**src/rtl/stream_demux_pkg.sv**
```systemverilog
// stream_demux_pkg: shared constants and types for the 4-way stream demultiplexer
package stream_demux_pkg;
  localparam int N_OUT = 4;
  typedef logic [1:0] dest_t;
  typedef enum logic {IDLE, LOCKED} demux_state_t;
endpackage

```
**src/rtl/stream_slot.sv**
```systemverilog
// stream_slot: one-entry valid/ready holding register (load wins over drain)
module stream_slot #(
  parameter int W = 9
) (
  input  logic         clk_i,
  input  logic         rst_ni,
  input  logic         load,
  input  logic         drain,
  input  logic [W-1:0] d,
  output logic [W-1:0] q,
  output logic         valid
);
  always_ff @(posedge clk_i) begin
    if (!rst_ni) begin
      valid <= 1'b0;
      q     <= '0;
    end else if (load) begin
      valid <= 1'b1;
      q     <= d;
    end else if (drain) begin
      valid <= 1'b0;
    end
  end
endmodule

```
**src/rtl/stream_demux4.sv**
```systemverilog
// stream_demux4: packet-locked 1:4 valid/ready stream demux with per-lane slots and drop counting
import stream_demux_pkg::*;
module stream_demux4 #(
  parameter int           DATA_W    = 8,
  parameter logic [3:0]   DROP_MASK = 4'b0101,
  parameter int           CNT_W     = 8
) (
  input  logic                          clk_i,
  input  logic                          rst_ni,
  input  logic                          in_valid_i,
  output logic                          in_ready_o,
  input  logic [DATA_W-1:0]             in_data_i,
  input  logic                          in_last_i,
  input  dest_t                         in_dest_i,
  output logic [N_OUT-1:0]              out_valid_o,
  input  logic [N_OUT-1:0]              out_ready_i,
  output logic [N_OUT-1:0][DATA_W-1:0]  out_data_o,
  output logic [N_OUT-1:0]              out_last_o,
  output logic [CNT_W-1:0]              drop_cnt_o
);
  demux_state_t state, state_n;
  dest_t dest_q, eff;
  logic drop, acc;
  logic [N_OUT-1:0] load;
  logic [DATA_W:0] slot_q [N_OUT];
  assign eff = (state == LOCKED) ? dest_q : in_dest_i;
  assign drop = DROP_MASK[eff];
  assign in_ready_o = rst_ni && (drop || !out_valid_o[eff] || out_ready_i[eff]);
  assign acc = in_valid_i && in_ready_o;
  assign load = (acc && !drop) ? (4'b0001 << eff) : 4'b0000;
  always_comb state_n = acc ? (in_last_i ? IDLE : LOCKED) : state;
  always_ff @(posedge clk_i) begin
    if (!rst_ni) begin
      state      <= IDLE;
      dest_q     <= '0;
      drop_cnt_o <= '0;
    end else begin
      state <= state_n;
      if (acc && state == IDLE) dest_q <= in_dest_i;
      if (acc && drop && in_last_i && drop_cnt_o != {CNT_W{1'b1}}) drop_cnt_o <= drop_cnt_o + CNT_W'(1);
    end
  end
  for (genvar i = 0; i < N_OUT; i++) begin : g_slot
    stream_slot #(.W(DATA_W + 1)) u_slot (
      .clk_i (clk_i),
      .rst_ni(rst_ni),
      .load  (load[i]),
      .drain (out_valid_o[i] && out_ready_i[i]),
      .d     ({in_last_i, in_data_i}),
      .q     (slot_q[i]),
      .valid (out_valid_o[i])
    );
    assign out_last_o[i] = slot_q[i][DATA_W];
    assign out_data_o[i] = slot_q[i][DATA_W-1:0];
  end
endmodule
```
**config.mk**
```make
export PLATFORM = sky130hd
export DESIGN_NAME = stream_demux4
export DESIGN_NICKNAME = d
export VERILOG_FILES = /design/src/rtl/stream_demux_pkg.sv /design/src/rtl/stream_slot.sv /design/src/rtl/stream_demux4.sv
export SDC_FILE = /design/constraint.sdc
export NUM_CORES = 1
export LEC_CHECK = 0
export BUFFER_PORTS_ARGS = -buffer_cell sky130_fd_sc_hd__buf_2
export CAP_MARGIN = 20
export CORE_ASPECT_RATIO = 0.6
export CORE_MARGIN = 3
export CORE_UTILIZATION = 30
export CTS_BUF_LIST = sky130_fd_sc_hd__clkbuf_16
export CTS_CLUSTER_DIAMETER = 80
export CTS_CLUSTER_SIZE = 30
export DETAILED_ROUTE_END_ITERATION = 10
export GPL_TIMING_DRIVEN = 0
export PLACE_DENSITY = 0.6
export SYNTH_ARGS = -nofsm -noshare
export SYNTH_HDL_FRONTEND = slang
export SYNTH_SLANG_ARGS = --single-unit
```
**constraint.sdc**
```tcl
create_clock -name clk_i -period 2.4 [get_ports clk_i]
set_clock_uncertainty 0.05 [all_clocks]
set_input_delay 0.48 -clock clk_i [delete_from_list [all_inputs] [get_ports clk_i]]
set_output_delay 0.48 -clock clk_i [all_outputs]
set_load 0.02 [all_outputs]
```
# Word-level counts from Yosys, hierarchy flattened

Index checks and enable logic that the tools add are counted.

Register bits: 51
Input bits: 18
Output and inout bits: 49
Logic and storage cells: 52

Add/subtract/negate cells: 1
Reductions and logical operators: 19
Magnitude comparators: 1
Mux-type cells: 17
Shift operators: 1
Eq/ne operators: 1
Bitwise operators: 1

Operators by type and width:

| operator                                                    | count |
|---|---|
| 2-to-1 mux 1 bit                                            | 12 |
| logical AND 1 bit                                           | 11 |
| adder 8 x 1 -> 8 bit (second input constant)                | 1 |
| != test 8 bit (second input constant)                       | 1 |
| nonzero test 2 bit                                          | 4 |
| binary-select mux 1 bit (select 2 bit)                      | 3 |
| 2-to-1 mux 4 bit                                            | 1 |
| << shifter 1 x 2 -> 4 bit (first input constant)            | 1 |
| less-than comparator 2 x 3 -> 1 bit (second input constant) | 1 |
| zero test 1 bit                                             | 2 |
| logical OR 1 bit                                            | 2 |
| 2-to-1 mux 2 bit                                            | 1 |
| NOT 1 bit                                                   | 1 |

# Longest topological paths before layout

Word-level depth: 11
Depth in mapped cells: 7
Gate-level depth less buffers: 6

# Modules after synthesis

A second synthesis with hierarchy kept.

Cells, all modules: 203
Area, all modules: 2183.3 um^2

Modules (own cells, without submodules):

| module        | cells an instance | times used | sequential area each (um^2) | area each (um^2) |
|---|---|---|---|---|
| stream_slot   | 31                | 4          | 200.2                       | 371.6 |
| stream_demux4 | 79                | 1          | 220.2                       | 696.9 |

# Worst setup path after synthesis

Ideal clock, no wire load.

Kind: input port to output port
Start: input in_dest_i[1]
End: output in_ready_o
Data required time: 1.870 ns
Path slack: 0.573 ns
Path buffers: 0
Stages: 4
Data arrival time: 1.297 ns
Cells stage by stage: nor2_1 and3_1 o32ai_2 and2_1

Longest elaborated chain between the ends: 7
Elaborated cells between the ends (all ways): 11
Classes of those cells: mux: 7; reduce/logical: 4

RTL lines:

| what                                   | RTL line            | text |
|---|---|---|
| start: declaration                     | stream_demux4.sv:14 | `input dest_t in_dest_i,` |
| 2-to-1 mux 2 bit *                     | stream_demux4.sv:26 | `assign eff = (state == LOCKED) ? dest_q : in_dest_i;` |
| binary-select mux 1 bit (select 2 bit) | stream_demux4.sv:28 | `assign in_ready_o = rst_ni && (drop \|\| !out_valid_o[eff] \|\| out_ready_i[eff]);` |
| 2-to-1 mux 1 bit (not written as such) | stream_demux4.sv:28 |  |
| zero test 1 bit                        | stream_demux4.sv:28 |  |
| logical OR 1 bit                       | stream_demux4.sv:28 |  |
| logical OR 1 bit *                     | stream_demux4.sv:28 |  |
| logical AND 1 bit *                    | stream_demux4.sv:28 |  |
| end: declaration                       | stream_demux4.sv:11 | `output logic in_ready_o,` |

Every way passes the cells marked *; elsewhere a longest branch is shown, timed or not. The select of a mux whose other input is x is not followed.

# Final worst setup path

Start: register state
End: output in_ready_o

Longest elaborated chain between the ends: 7
Elaborated cells between the ends (all ways): 11
Classes of those cells: mux: 7; reduce/logical: 4

RTL lines:

| what                                   | RTL line            | text |
|---|---|---|
| start: declaration                     | stream_demux4.sv:21 | `demux_state_t state, state_n;` |
| start signal: assignment               | stream_demux4.sv:38 | `state <= state_n;` |
| 2-to-1 mux 2 bit *                     | stream_demux4.sv:26 |  |
| binary-select mux 1 bit (select 2 bit) | stream_demux4.sv:28 |  |
| 2-to-1 mux 1 bit (not written as such) | stream_demux4.sv:28 |  |
| zero test 1 bit                        | stream_demux4.sv:28 |  |
| logical OR 1 bit                       | stream_demux4.sv:28 |  |
| logical OR 1 bit *                     | stream_demux4.sv:28 |  |
| logical AND 1 bit *                    | stream_demux4.sv:28 |  |

Marked as above.

==> metrics.yaml <==
worst_setup_path:
  crit_slowest_cell: "dfxtp_1"
  cp_top_family: "compound AO/OA/AOI/OAI gates"
  path_max_fanout: 9
  path_buf_inv: 2
  crit_path_start_kind: "register"
  r2r_slack_ps: 590
  crit_arrival_ps: 1740
  crit_type: "reg -> out"
  critical_path.endpoint_type: "output port"
  slowest_delay_ps: 300
  worstPathCellList: "buf_4, nand3b_2, a21boi_1, o32ai_2, and2_1, buf_2"
  worstPathRequired_ps: 1870
clock_tree:
  clk_pin_slew_ps: 60
  cts_setup_buffers: 0
  postCtsHoldBufs: 0
  cts_max_path_buffers: 2
  insertion_delay_ps: 280
  htreeDepth: 2
  clock_sinks: 51
  cts_tree: "built"
  ctsResizeCount: 0
  root_buffer: "clkbuf_16"
  cts_made_buffers: 5
synth:
  async_reset_ff_share_pct: 0
  synth_cells: 201
  yosys_warnings: 0
  synth_edf_count: 0
  synth.avg_cell_area_um2: 9.84
  syn_nets: 220
  yosys-top-cells-area: "dfxtp_1 52%, mux2i_1 13%, nand2_1 8.2%, and2_1 6.3%, buf_4 2.3%"
  yosys.area.top_type: "dfxtp_1"
  synthXorXnorAreaFrac_pct: 0.443
  synth_ff_type: "dfxtp_1"
  synthSimpleGateAreaFrac_pct: 21.9
  yosysSeqAreaShare_pct: 51.6
  ys_types: 33
  synth_fa_ha_area_share_pct: 0.633
  synth_compound_area_share_pct: 6.70
  synthMuxAreaShare_pct: 13.2
  synth_top_family_by_area: "simple AND/OR/NAND/NOR gates"
  synth_top_area_share_pct: 51.6
  syn_area_um2: 1980
  postSynthRegisterBits: 51
global_routing:
  grt_pass1_vias: 1511
  grt_pass1_wl_mm: 7.42
  overflow: 0
  antenna_found_initial: 0
  grt_max_degree: 16
  grt_use_total_pct: 12.2
final_layout:
  final.fill_count: 612
  diodes: 0
  layout_common_cells: "66 x buf_2, 51 x dfxtp_1, 43 x nand2_1"
  drive_gt1_share_pct: 30.2
  final_common_cell: "buf_2"
  nNetsFinal: 293
  area_delta_synth_final_pct: 29.1
  fin_cells: 359
floorplan:
  rows: 22
  core_um2: 6250
  fp.dieW_um: 111
  initial_core_util_pct: 31.7
  dieArea_um2: 7640
  die_h_um: 68.9
  io_pins: 67
power_and_ir_drop:
  p_per_area_nw_per_um2: 648
  clockPowerShare_pct: 40.7
  power.leakage_nw: 1.28
  peakVddDrop_mv: 0.324
  p_int_mw: 1.28
  switching_share_pct: 22.5
  p_seq_share_pct: 52.4
  switchingPower_mw: 0.373
  power_frac_comb_pct: 6.9
sta:
  finalHoldViolations: 0
  tightestPinTransition_ps: 502
  period_share_pct: 94.8
  timing.final.crit_period_ps: 2270
  fmax_mhz: 440
  grt_setup_unrepaired: "false"
  slew_headroom_pct: 66.6
  slew_viol_final: 0
  setup_tns_ps: 0
  setup_violations: 0
  hold_slack_ps: 403
run:
  maxCapViolCount: 0
routing:
  wl_mm: 4.55
  drt_iter0_drc: 74
  postRouteAntennaNets: 0
  dr_total_vias: 1563
  drc: 0
  wire_per_inst_um: 12.7
  vias_per_cell: 4.35
  firstDrtPassIters: 4
min_path:
  min_path_type: "reg -> reg"
placed_design:
  dp_cells: 351
  io_buffers: 66
  place_hpwl_mm: 3.41
  place_congestion: 0.803
run_status:
  status: "finished, final reports clean"
stage by stage:
| step | utilization (%) | total power [mW] | area, um^2 | worst slack [ps] |
|---|---|---|---|---|
| 6_report | 40.9 | 1.65 | 2550 | 125 |
| 5_1_grt | 40.9 | 1.72 | 2550 | 34.1 |
| 4_1_cts | 40.9 | 1.68 | 2550 | 131 |
| 3_5_place_dp | 38.6 | 1.00 | 2410 | 180 |
| 3_3_place_gp | 38.6 | 0.999 | 2410 | 211 |
| 2_1_floorplan | - | 0.955 | 1980 | 573 |
synthesized netlist by cell type (3+ instances only):
cell / count
dfxtp_1: 51
nor2_1: 4
and2_1: 20
clkbuf_1: 7
nand2b_1: 3
nand4_1: 3
buf_4: 6
nand3_1: 4
mux2i_1: 26
nand2_1: 43
inv_1: 7
metal layers:
layer | wire, um | track usage (%) | vias up
met5 | 0 | 0 | -
met4 | 35 | 3.23 | 0
met3 | 273 | 4.01 | 5
met2 | 1820 | 18.5 | 45
met1 | 2420 | 16.8 | 704
li1 | - | - | 809
area by class of cell:
cell class | instances | area (um^2) | share of cell area (%)
inverter | 7 | 26.3 | 1.03
clock buffer | 5 | 125 | 4.90
multi-input combinational | 129 | 848 | 33.2
clock inverter | 3 | 15.0 | 0.588
sequential | 51 | 1020 | 40.0
tap | 84 | 105 | 4.12
buffer | 14 | 82.6 | 3.23
timing repair buffer | 66 | 330 | 12.9
cells by family (layout without fill, tap and decap cells):
| kind of cell | count (synthesis) | after routing |
|---|---|---|
| simple gates | 87 | 87 |
| flops | 51 | 51 |
| mux | 26 | 26 |
| buf+inv | 21 | 95 |
| compound gates | 14 | 14 |
| fa+ha+maj | 1 | 1 |
| xor+xnor | 1 | 1 |
path summary, 6_finish.rpt:
path                                                    startpoint                                  to  cells after the start
worst max register to register          drop_cnt_o[0]$_SDFFE_PN0P_          drop_cnt_o[3]$_SDFFE_PN0P_                      6
worst min register to register  g_slot[2].u_slot.q[7]$_SDFFE_PN0P_  g_slot[2].u_slot.q[7]$_SDFFE_PN0P_                      1
worst max-delay path                            state$_SDFFE_PN0N_                          in_ready_o                      6
worst min-delay path            g_slot[2].u_slot.q[7]$_SDFFE_PN0P_  g_slot[2].u_slot.q[7]$_SDFFE_PN0P_                      1
registers in the layout, summed over array words and instances (netlist names):
signal	flops
drop_cnt_o	8
g_slot.u_slot.q	36
state	1
g_slot.u_slot.valid	4
dest_q	2
power by group through the flow:
stage / logic, mW / clock network [mW] / registers (mW)
final: 0.114 / 0.674 / 0.867
after global routing: 0.127 / 0.725 / 0.868
after detailed placement: 0.115 / 0 / 0.886
after global placement: 0.114 / 0 / 0.886
after floorplan: 0.0604 / 0 / 0.894
after CTS: 0.116 / 0.698 / 0.867
No activity file was read; power rests on OpenSTA's default activity.
